### src/rtl/cr_kme_key_assembler.sv
// Key assembler: pops header + payload beats from the KME input FIFO and
// presents the payload as one wide key word to the key engine.
module cr_kme_key_assembler #(
    parameter int unsigned MAX_BEATS = 4
) (
    input  logic                    clk,
    input  logic                    rst_n,
    input  logic [63:0]             in_data,
    input  logic                    in_valid,
    output logic                    in_ack,
    output logic [64*MAX_BEATS-1:0] key_data,
    output logic [3:0]              key_len,
    output logic [7:0]              key_tag,
    output logic                    key_valid,
    input  logic                    key_ready,
    output logic                    hdr_error,
    output logic                    busy
);

    localparam int unsigned BEAT_W = 64;
    localparam int unsigned CNT_W  = 4;

    typedef enum logic [1:0] {
        HDR   = 2'd0,
        PAYLD = 2'd1,
        HOLD  = 2'd2
    } state_t;

    state_t           state;
    logic [CNT_W-1:0] cnt;
    logic [CNT_W-1:0] hdr_len;
    logic             hdr_legal;
    logic             accept;

    // Header decode and handshake; the FIFO is never acked while a key is held.
    assign hdr_len   = in_data[3:0];
    assign hdr_legal = (hdr_len != '0) && (hdr_len <= CNT_W'(MAX_BEATS));
    assign in_ack    = in_valid & (state != HOLD);
    assign accept    = in_valid & in_ack;
    assign busy      = (state != HDR);

    // Frame FSM: header capture, payload slot fill, key hold until accepted.
    always_ff @(posedge clk or negedge rst_n) begin
        if (!rst_n) begin
            state     <= HDR;
            cnt       <= '0;
            key_data  <= '0;
            key_len   <= '0;
            key_tag   <= '0;
            key_valid <= 1'b0;
            hdr_error <= 1'b0;
        end else begin
            hdr_error <= 1'b0;
            case (state)
                HDR: begin
                    if (accept) begin
                        if (hdr_legal) begin
                            key_len  <= hdr_len;
                            key_tag  <= in_data[63:56];
                            key_data <= '0;
                            cnt      <= '0;
                            state    <= PAYLD;
                        end else begin
                            hdr_error <= 1'b1;
                        end
                    end
                end
                PAYLD: begin
                    if (accept) begin
                        for (int unsigned i = 0; i < MAX_BEATS; i++) begin
                            if (cnt == CNT_W'(i)) begin
                                key_data[BEAT_W*i +: BEAT_W] <= in_data;
                            end
                        end
                        if (cnt == key_len - CNT_W'(1)) begin
                            key_valid <= 1'b1;
                            state     <= HOLD;
                        end else begin
                            cnt <= cnt + CNT_W'(1);
                        end
                    end
                end
                HOLD: begin
                    if (key_valid && key_ready) begin
                        key_valid <= 1'b0;
                        state     <= HDR;
                    end
                end
                default: begin
                    state <= HDR;
                end
            endcase
        end
    end

endmodule

### config.mk
export PLATFORM = sky130hd
export DESIGN_NAME = cr_kme_key_assembler
export DESIGN_NICKNAME = d
export VERILOG_FILES = /design/src/rtl/cr_kme_key_assembler.sv
export SDC_FILE = /design/constraint.sdc
export NUM_CORES = 1
export LEC_CHECK = 0
export ABC_CLOCK_PERIOD_IN_PS = 5900
export CORE_ASPECT_RATIO = 1.25
export CORE_MARGIN = 10
export CORE_UTILIZATION = 35
export CTS_BUF_LIST = sky130_fd_sc_hd__clkbuf_4
export DETAILED_ROUTE_END_ITERATION = 12
export PLACE_DENSITY = 0.62
export SKIP_LAST_GASP = 1
export SYNTH_ARGS = -nofsm -noshare
export SYNTH_HDL_FRONTEND = slang
export SYNTH_SLANG_ARGS = --single-unit
### constraint.sdc
create_clock -name clk -period 5.9 [get_ports clk]
set_input_delay 0.885 -clock clk [delete_from_list [all_inputs] [get_ports clk]]
set_output_delay 0.885 -clock clk [all_outputs]
set_load 0.03 [all_outputs]
## After elaboration in Yosys (flattened, before gate mapping)

Cells that the tools add are included.

- Multiply operators: 0
- Muxes and demuxes: 26
- Reductions and logical operators: 16
- Shifts and indexed selects: 0
- $add $sub $neg: 2
- Div/mod/pow operators: 0
- $lt $le $gt $ge: 1
- Bitwise operators: 2
- Equal/unequal tests: 17

Operators by type and width:

| operator | number |
|---|---|
| 2-to-1 mux 256 bit | 3 |
| case mux 256 bit (2 select lines) | 1 |
| 2-to-1 mux 64 bit | 4 |
| AND reduction 5 bit | 6 |
| != test 2 bit, second input constant | 11 |
| 2-to-1 mux 4 bit | 4 |
| 2-to-1 mux 2 bit | 5 |
| == test 4 x 2 -> 1 bit, second input constant | 2 |
| case mux 4 bit (2 select lines) | 1 |
| 2-to-1 mux 1 bit | 6 |
| case mux 2 bit (3 select lines) | 1 |
| nonzero test 2 bit | 3 |
| adder 4 x 1 -> 4 bit, second input constant | 1 |
| == test 4 x 1 -> 1 bit, second input constant | 1 |
| == test 4 bit | 1 |
| <= comparator 4 x 3 -> 1 bit, second input constant | 1 |
| zero test 4 bit | 1 |
| AND reduction 4 bit | 1 |
| nonzero test 4 bit | 1 |
| subtractor 4 x 1 -> 4 bit, second input constant | 1 |
| AND reduction 3 bit | 1 |
| bitwise AND 1 bit | 2 |
| == test 2 x 1 -> 1 bit, second input constant | 1 |
| == test 2 bit, second input constant | 1 |
| 3 further kinds | 4 |

- Input port bits: 68
- Bits in read-only memories: 0
- Latch bits: 0
- Register bits: 276
- Memories: 0
- Word-level logic and storage cells: 74
- RAM bits: 0

## Depth between registers and ports, before layout

Gate-level depths: netlist (run 1).

- Word-level depth: 5
- Mapped depth: 7
- Gate-level depth less buffers: 6

## Least setup slack after synthesis (run 1)

Ideal clock, no wire load.

- Kind: input to register
- Start: in in_data[1]
- End: reg key_data[2]
- Setup time: 125 ps
- Setup slack: 3252 ps
- Arrival: 2523 ps
- Cell stages on the path: 6
- Path through: o21a_1 -> or4b_1 -> buf_2 -> a21oi_4 -> buf_6 -> mux2_2

- Cells in the longest elaborated chain, start to end: 4
- Elaborated cells on any way between the ends: 5

Ends and longest elaborated chain:

| element | line | source |
|---|---|---|
| start, declared | 8 | `input logic [63:0] in_data,` |
| <= comparator 4 x 3 -> 1 bit / nonzero test 4 bit (equally long branches) | 37 | `assign hdr_legal = (hdr_len != '0) && (hdr_len <= CNT_W'(MAX_BEATS));` |
| logical AND 1 bit * | 37 |  |
| != test 2 bit (no line) * | n/a |  |
| AND reduction 5 bit (no line) * | n/a |  |
| end signal, assigned by index | 72 | `key_data[BEAT_W*i +: BEAT_W] <= in_data;` |
| end, declared | 11 | `output logic [64*MAX_BEATS-1:0] key_data,` |

Every way passes the cells marked *; elsewhere a longest branch is shown, timed or not.
A chain may end at the register's enable or synchronous reset.

## Worst setup path after layout (run 1)

- Start: in in_valid
- End: out in_ack

- Cells in the longest elaborated chain, start to end: 1

Ends and longest elaborated chain:

| element | line | source |
|---|---|---|
| start, declared | 9 | `input logic in_valid,` |
| bitwise AND 1 bit | 38 | `assign in_ack = in_valid & (state != HOLD);` |
| end, declared | 10 | `output logic in_ack,` |

No other way between the ends.

==> results of run 1 <==
## registers in the layout (all words and copies together) (netlist names)
register,count
key_data,256
key_tag,8
key_valid,1
state,2
key_len,4
cnt,4
hdr_error,1
## power by group through the flow
stage | logic (mW) | registers (mW) | clock network (mW)
final | 5.29 | 3.20 | 1.67
after global routing | 5.56 | 3.32 | 1.86
after CTS | 5.39 | 3.21 | 1.76
after detailed placement | 5.38 | 3.23 | 0
after global placement | 5.34 | 3.21 | 0
after floorplan | 1.37 | 4.86 | 0
## cell type report
class | instances | area [sq um]
diodes | 3 | 7.51
multi-input cells | 390 | 3890
clock inverters | 15 | 135
clock buffers | 101 | 758
inverters | 7 | 26.3
repair buffers | 350 | 3490
flip-flops and latches | 276 | 6910
fillers | 2811 | 15400
well taps | 407 | 509
## worst paths after layout
check                                 to           from  cells after the start
min reg2reg                key_data[120]  key_data[120]                      1
max reg2reg                 key_data[28]       state[1]                      5
min in group clk           key_data[120]  key_data[120]                      1
min                        key_data[249]          rst_n                      1
max in group asynchronous   key_data[41]          rst_n                      2
max                               in_ack       in_valid                      3
## layer usage
layer	GRT usage	wire length, um	share of wire
met1	0.174	12400	0.38
met2	0.278	16800	0.52
met3	0.0649	2490	0.077
met4	0.0654	835	0.026
met5	0	0	0
## logic make-up after synthesis
kind of cell	count (synthesis)	synth area share
compound gates	19	0.0166
xor+xnor	6	0.00596
fa+ha+maj	5	0.00562
buf+inv	41	0.0302
flops	276	0.621
mux	267	0.270
simple gates	93	0.0506
## worst max-delay path: stages
cell	delay, ps
clkdlybuf4s50_1	630
a21boi_0	230
clkdlybuf4s50_1	760
## per-stage QoR
| stage | power, mW | setup slack [ps] | utilization | cells |
|---|---|---|---|---|
| after floorplan | 6.23 | 3250 | - | 707 |
| after detailed placement | 8.61 | 2310 | 0.476 | 1430 |
| after global routing | 10.7 | 2470 | 0.505 | 1549 |
| after global placement | 8.55 | 2370 | 0.476 | 1430 |
| final | 10.2 | 2500 | 0.505 | 1549 |
| after CTS | 10.4 | 2480 | 0.504 | 1546 |
## cells in the mapped netlist (2+ instances only)
library cell / instances
clkbuf_1: 6
a21oi_1: 2
nor2_1: 3
and3_1: 2
buf_2: 2
nor3_1: 3
a32o_1: 2
dfrtp_1: 276
ha_1: 5
buf_1: 2
nor2b_1: 3
nand2_1: 6
and2_1: 65
a21oi_4: 4
xor2_1: 3
a21boi_0: 2
inv_1: 7
mux2_1: 30
mux2_2: 237
xnor2_1: 2
nand3_1: 3
buf_6: 24
==> flow_metrics.tcl, run 1 <==
set metrics [dict create \
    fin_nets 1171 \
    cp.arrival_ps 2510 \
    clockPowerShare 0.165 \
    postPlaceCellArea_sq_mm 0.0148 \
    layout_common_cells "338 x clkdlybuf4s50_1, 276 x dfrtp_1, 237 x mux2_2" \
    final_antenna_net_count 0 \
    hold_slack_ps 217 \
    dpl.hpwl_um 22300 \
    wirelength_um 32500 \
    grt_pass1_wl_um 49800 \
    post_cts_buffers 0 \
    ys_seq_elements 276 \
    grt_max_degree 124 \
    post-route-drc-count 0 \
    cts_resized 0 \
    layout-drive-gt1-share 0.320 \
    cts_sinks 276 \
    seq_power_share 0.315 \
    ys_types 40 \
    rows 72 \
    die_w_um 179 \
    final_area_sq_mm 0.0157 \
    async_flop_share 1.00 \
    layout_commonest_cell "clkdlybuf4s50_1" \
    setup-violations-final 0 \
    synthFlopType "dfrtp_1" \
    die_h_um 219 \
    vias 7289 \
    gp_congestion 0.742 \
    yosysTopAreaCell "dfrtp_1" \
    clk_latency_ps 690 \
    p_int_mw 5.97 \
    clockBufferDepth 3 \
    p_per_area_mw_per_mm2 646 \
    netlist_instances 707 \
    ys_warn_count 0 \
    critPathMaxFanout 8 \
    clock-root-buffer "clkbuf_4" \
    hold_path.class "in2async" \
    ios 340 \
    cts_tree "yes" \
    netSwitchingFraction 0.413 \
    maxCapViolCount 0 \
    required_ps 5020 \
    syn_nets 780 \
    p_leak_nw 6.85 \
    rsz0062_at_grt "no" \
    syn_area_sq_mm 0.0111 \
    tightest_slew_ps 801 \
    start_kind "primary input" \
    drv_slew 0 \
    status "completed" \
    r2r_slack_ps 3250 \
    fmax_mhz 294 \
    wl_per_cell_um 21.0 \
    yosys-top-cells-area "dfrtp_1 62%, mux2_2 24%, and2_1 3.7%" \
    post_drt_via_cell_ratio 4.71 \
    clk_pin_slew_ps 60 \
    firstDrtPassIters 4 \
    grt_pass1_vias 8070 \
    post-route-period-util 0.576 \
    fin_setup_tns_ps 0 \
    htreeDepth 3 \
    antenna_found_initial 3 \
    postCtsHoldBufs 0 \
    relSlewSlack 0.466 \
    finClkSkew_ps 36.1 \
    vdd_drop_max_mv 0.296 \
    critical_path_class "in2out" \
    pwr-share-comb 0.521 \
    cp-end-kind "output pin" \
    numCtsBuffers 73 \
    min_period_ps 3400 \
    p_switching_mw 4.19 \
    core_sq_mm 0.0312 \
    drt_iter0_drc 170 \
    io_buffers 339 \
    avgSynthCellArea_sq_um 15.7 \
    ys_seq_area_frac 0.621 \
    hold_viol 0 \
    die_area_sq_mm 0.0394 \
    synth_top_area_share 0.621 \
    synth_edf_count 0 \
    area_growth_pct 41.3 \
    grt.overflow.total 0 \
    grtUsageTotal 0.161 \
    initial_core_util 0.357 \
]
Power figures use the tool's default switching activity.
==> inputs of run 2 (changes only) <==
--- a/config.mk
+++ b/config.mk
@@ -5,7 +5,7 @@
 export SDC_FILE = /design/constraint.sdc
 export NUM_CORES = 1
 export LEC_CHECK = 0
-export ABC_CLOCK_PERIOD_IN_PS = 5900
+export ABC_CLOCK_PERIOD_IN_PS = 3400
 export CORE_ASPECT_RATIO = 1.25
 export CORE_MARGIN = 10
 export CORE_UTILIZATION = 35
==> constraint.sdc (replaced) <==
create_clock -name clk -period 3.4 [get_ports clk]
set_input_delay 0.51 -clock clk [delete_from_list [all_inputs] [get_ports clk]]
set_output_delay 0.51 -clock clk [all_outputs]
set_load 0.03 [all_outputs]
==> run 2 against run 1 <==
Against the previous run: clock skew is 1.9 ps higher; via count rose by 0.51%; flip-flop and latch count unchanged; global-route usage rose by 0.093 points; non-clock buffer count up 6; combinational power rose by 75%; final cell count is 0.52% higher; first-iteration DRC count grew 54%; core utilization grew 0.46 points; critical path depth is the same; die area did not move; wire length increased by 1.3%; largest power group unchanged.
==> flow_metrics.tcl, run 2 (synthesis gave the netlist of run 1 again) <==
set metrics [dict create \
    r2r_slack_ps 860 \
    setup-violations-final 0 \
    antenna_found_initial 2 \
    grtUsageTotal 0.162 \
    required_ps 2890 \
    regMostFlops "key_data" \
    top_regs "key_data x256, key_tag x8" \
    fillCellCount 2799 \
    post-route-period-util 0.828 \
    relSlewSlack 0.502 \
    drv_slew 0 \
    post_drt_via_cell_ratio 4.71 \
    clockBufferDepth 3 \
    timing.rr.end "key_data[11]" \
    initial_core_util 0.357 \
    r2r_start "state[1]" \
    grt_pass1_wl_um 50100 \
    min_period_ps 2810 \
    critical_path_class "reg2out" \
    wl_per_cell_um 21.2 \
    final_antenna_net_count 0 \
    die_area_sq_mm 0.0394 \
    core_sq_mm 0.0312 \
    fin_setup_tns_ps 0 \
    rsz0062_at_grt "no" \
    layout-drive-gt1-share 0.322 \
    cp-end-kind "output pin" \
    largest_register_ffs 256 \
    wirelength_um 32900 \
    numCtsBuffers 73 \
    critPathMaxFanout 8 \
    layout_commonest_cell "clkdlybuf4s50_1" \
    fin_util 0.509 \
    vdd_drop_max_mv 0.530 \
    status "completed" \
    ios 340 \
    vias 7326 \
    hold_path.class "in2async" \
    fmax_mhz 355 \
    r2r_cells 5 \
    drt_iter0_drc 261 \
    fin_nets 1177 \
    rows 72 \
    cp.arrival_ps 2300 \
    grt_pass1_vias 8154 \
    layout_common_cells "338 x clkdlybuf4s50_1, 276 x dfrtp_1, 237 x mux2_2" \
    tightest_slew_ps 747 \
    clk_latency_ps 690 \
    dpl.hpwl_um 23200 \
    grt.overflow.total 0 \
    finClkSkew_ps 38.0 \
    htreeDepth 3 \
    cts_tree "yes" \
    die_h_um 219 \
    post-route-drc-count 0 \
    maxCapViolCount 0 \
    cts_sinks 276 \
    area_growth_pct 42.6 \
    die_w_um 179 \
    clock-root-buffer "clkbuf_4" \
    p_per_area_mw_per_mm2 1110 \
    io_buffers 339 \
    hold_viol 0 \
    grt_max_degree 94 \
    firstDrtPassIters 4 \
    clk_pin_slew_ps 60 \
    start_kind "register" \
    p_leak_nw 6.90 \
    gp_congestion 0.759 \
]
==> run 2: cell types whose count changed in the layout (fill, tap and decap cells not counted), sizes merged <==
cell | previous run | this run
inv | 10 | 9
bufinv | 3 | 1
clkbuf | 101 | 105
dlygate4sd3 | 0 | 1
diode | 3 | 2
buf | 12 | 17
clkinv | 9 | 11
==> run 2: layout make-up <==
class                      count  area, sq um  share of cell area
sequential                   276         6910               0.435
multi-input combinational    390         3890               0.245
timing repair buffer         356         3670               0.231
clock buffer                 105          788              0.0497
tap                          407          509              0.0321
clock inverter                14         78.8             0.00497
inverter                       7         26.3             0.00166
antenna                        2         5.00            0.000315
==> run 2: through the flow <==
step                      std cells  power (mW)  hold WS, ps  instance area [sq um]  worst slack [ps]
final                          1557        17.6          451                  15900               586
after global routing           1557        18.6          393                  15900               450
after CTS                      1555        17.9          382                  15900               473
after detailed placement       1435        15.0          474                  15000               379
after global placement         1435        14.9          467                  15000               428
after floorplan                 707        10.8          214                  11100              1130
==> run 2: per-layer routing <==
layer / global-route usage / share of wire / up-vias
li1: - / - / 3314
met1: 0.165 / 0.36 / 3715
met2: 0.291 / 0.53 / 245
met3: 0.0693 / 0.085 / 52
met4: 0.0599 / 0.023 / 0
met5: 0 / 0 / -
==> run 2: critical path, stage by stage (launching register included) <==
cell             delay [ps]
dfrtp_1                 480
inv_1                   180
a21boi_0                190
clkdlybuf4s50_1         760
==> run 2: power breakdown <==
group | switching (mW) | total [mW] | leakage, nW | internal, mW
combinational | 5.20 | 9.26 | 2.92 | 4.06
sequential | 0.784 | 5.55 | 3.46 | 4.77
clock | 1.30 | 2.78 | 0.523 | 1.48
total | 7.28 | 17.6 | 6.90 | 10.3
==> run 2: timing repair <==
item,4_1_cts,5_1_grt
hold endpoints to repair,89,0
endpoints found under the setup margin,0,0
hold buffers,1,0
setup buffers,0,0
resized for setup,0,0
==> run 2: worst max-delay path by stage <==
stage | from | to | slack (ps) | depth (start not counted)
floorplan | in_data[1] | key_data[2] | 1130 | 6
global placement | in_data[1] | key_data[42] | 430 | 6
detailed placement | in_data[1] | key_data[42] | 380 | 6
CTS | state[0] | in_ack | 470 | 3
global route | state[0] | in_ack | 450 | 3
finish | state[0] | in_ack | 590 | 3
==> inputs of run 3 (changes only) <==
--- a/config.mk
+++ b/config.mk
@@ -5,13 +5,13 @@
 export SDC_FILE = /design/constraint.sdc
 export NUM_CORES = 1
 export LEC_CHECK = 0
-export ABC_CLOCK_PERIOD_IN_PS = 3400
+export ABC_CLOCK_PERIOD_IN_PS = 2300
 export CORE_ASPECT_RATIO = 1.25
 export CORE_MARGIN = 10
 export CORE_UTILIZATION = 35
 export CTS_BUF_LIST = sky130_fd_sc_hd__clkbuf_4
 export DETAILED_ROUTE_END_ITERATION = 12
-export PLACE_DENSITY = 0.62
+export PLACE_DENSITY = 0.64
 export SKIP_LAST_GASP = 1
 export SYNTH_ARGS = -nofsm -noshare
 export SYNTH_HDL_FRONTEND = slang
==> constraint.sdc (replaced) <==
create_clock -name clk -period 2.3 [get_ports clk]
set_input_delay 0.345 -clock clk [delete_from_list [all_inputs] [get_ports clk]]
set_output_delay 0.345 -clock clk [all_outputs]
set_load 0.03 [all_outputs]
==> run 3 against run 2 <==
Against the previous run: critical endpoint is now key_data[157]; flip-flop and latch count unchanged; clock skew is 2.9 ps lower; sequential power up 48%; sequential share of layout area is 0.43 points lower; die area stayed put; non-clock buffer count up 23; register-to-register slack got worse by 780 ps; global-route usage up 0.089 points; hold slack worse by 200 ps; via count is 0.12% higher.
==> flow_metrics.tcl, run 3 (synthesis gave the netlist of run 1 again) <==
set metrics [dict create \
    layout_commonest_cell "clkdlybuf4s50_1" \
    cp-end-kind "register" \
    rsz0062_at_grt "no" \
    fmax_mhz 451 \
    setup_ws_ps 84.9 \
    drt_iter0_drc 220 \
    relSlewSlack 0.497 \
    die_area_sq_mm 0.0394 \
    finClkSkew_ps 35.2 \
    area_growth_pct 44.1 \
    cpLargestDelayFamily "simple AND/OR/NAND/NOR gates" \
    cts_sinks 276 \
    grt_pass1_wl_um 50500 \
    busiest_layer "met2" \
    r2r_cells 6 \
    firstDrtPassIters 4 \
    die_h_um 219 \
    pwr-share-comb 0.533 \
    top_regs "key_data x256, key_tag x8" \
    clk_latency_ps 660 \
    max_stage_delay_ps 450 \
    met1_usage 0.167 \
    grt_pass1_vias 8145 \
    setup-violations-final 0 \
    met2_usage 0.297 \
    wirelength_um 33000 \
    dp_cells 1458 \
    clock-root-buffer "clkbuf_4" \
    gp_congestion 0.775 \
    io_buffers 339 \
    final_area_sq_mm 0.0160 \
    p_leak_nw 7.02 \
    seq_power_share 0.313 \
    hold_slack_ps 250 \
    post-route-drc-count 0 \
    grt_max_degree 82 \
    p_per_area_mw_per_mm2 1630 \
    path_buf_inv 2 \
    fin_cells 1581 \
    cp.arrival_ps 2730 \
    vdd_drop_max_mv 0.818 \
    htreeDepth 3 \
    min_period_ps 2220 \
    netSwitchingFraction 0.414 \
    clockPowerShare 0.154 \
    layout_common_cells "336 x clkdlybuf4s50_1, 276 x dfrtp_1, 237 x mux2_2" \
    fin_util 0.514 \
    finalPower_mw 26.1 \
    initial_core_util 0.357 \
    numCtsBuffers 72 \
    cts_tree "yes" \
    status "completed" \
    core_sq_mm 0.0312 \
    largest_register_ffs 256 \
    grt_util_met3 0.0632 \
    post-route-period-util 0.963 \
    hold_path.class "in2async" \
    crit_chain "nor2_2, or4b_1, buf_4, a21oi_4, buf_12, mux2_2" \
    clk_pin_slew_ps 60 \
    ios 340 \
    start_kind "register" \
    rows 72 \
    maxCapViolCount 0 \
    final_antenna_net_count 0 \
    layout-drive-gt1-share 0.340 \
    hold_viol 0 \
    postPlaceCellArea_sq_mm 0.0152 \
    worst_path_max_delay_cell "or4b_1" \
    post_drt_via_cell_ratio 4.64 \
    pre_cts_ws_ps -396 \
    vias 7335 \
    p_switching_mw 10.8 \
    required_ps 2820 \
    fin_setup_tns_ps 0 \
    grtUsageTotal 0.163 \
    die_w_um 179 \
    grt.overflow.total 0 \
    p_int_mw 15.3 \
    clockBufferDepth 3 \
    wl_per_cell_um 20.9 \
    cp_num_cells 6 \
    fin_nets 1199 \
    critical_path_class "reg2reg" \
    drv_slew 0 \
    regMostFlops "key_data" \
    critPathMaxFanout 36 \
    dpl.hpwl_um 24000 \
    tightest_slew_ps 752 \
    antenna_found_initial 2 \
]
[run 3: cell count changes in the layout (fill, tap and decap cells not counted)]
| cell | before | now |
|---|---|---|
| buf_4 | 5 | 29 |
| bufinv_16 | 1 | 0 |
| clkbuf_4 | 105 | 107 |
| clkdlybuf4s50_1 | 338 | 336 |
| clkinv_1 | 11 | 7 |
| clkinv_2 | 0 | 3 |
| dlygate4sd2_1 | 0 | 1 |
| inv_2 | 2 | 3 |
[run 3: what timing repair did]
action | CTS | global route
hold buffers | 1 | 0
buffers inserted | 0 | 0
hold endpoints to repair | 70 | 0
gates resized for setup | 1 | 0
endpoints found under the setup margin | 1 | 0
[run 3: path summary, 6_finish.rpt]
kind / start / end / slack (ps)
setup / recovery: state[1] / key_data[157] / 80
hold / removal: rst_n / key_data[246] / 250
setup reg to reg: state[1] / key_data[157] / 80
hold reg to reg: key_data[103] / key_data[103] / 490
max in group asynchronous: rst_n / key_data[186] / 1180
min in group clk: in_data[57] / key_tag[1] / 320
[run 3: power groups by stage]
stage	clock network, mW	registers (mW)	logic [mW]
after floorplan	0	12.5	3.52
after global routing	4.51	8.49	14.6
after CTS	4.23	8.21	14.2
after global placement	0	8.21	14.0
after detailed placement	0	8.28	14.1
final	4.03	8.19	13.9
[run 3: layout make-up]
cell class	instances	area [sq um]
fillers	2781	15100
flip-flops and latches	276	6910
multi-input cells	390	3890
repair buffers	379	3830
clock buffers	107	803
well taps	407	509
clock inverters	13	52.6
inverters	7	26.3
diodes	2	5.00
[run 3: metal layers]
| metal | part of all wire | vias up |
|---|---|---|
| li1 | - | 3349 |
| met1 | 0.37 | 3718 |
| met2 | 0.54 | 229 |
| met3 | 0.076 | 39 |
| met4 | 0.018 | 0 |
| met5 | 0 | - |
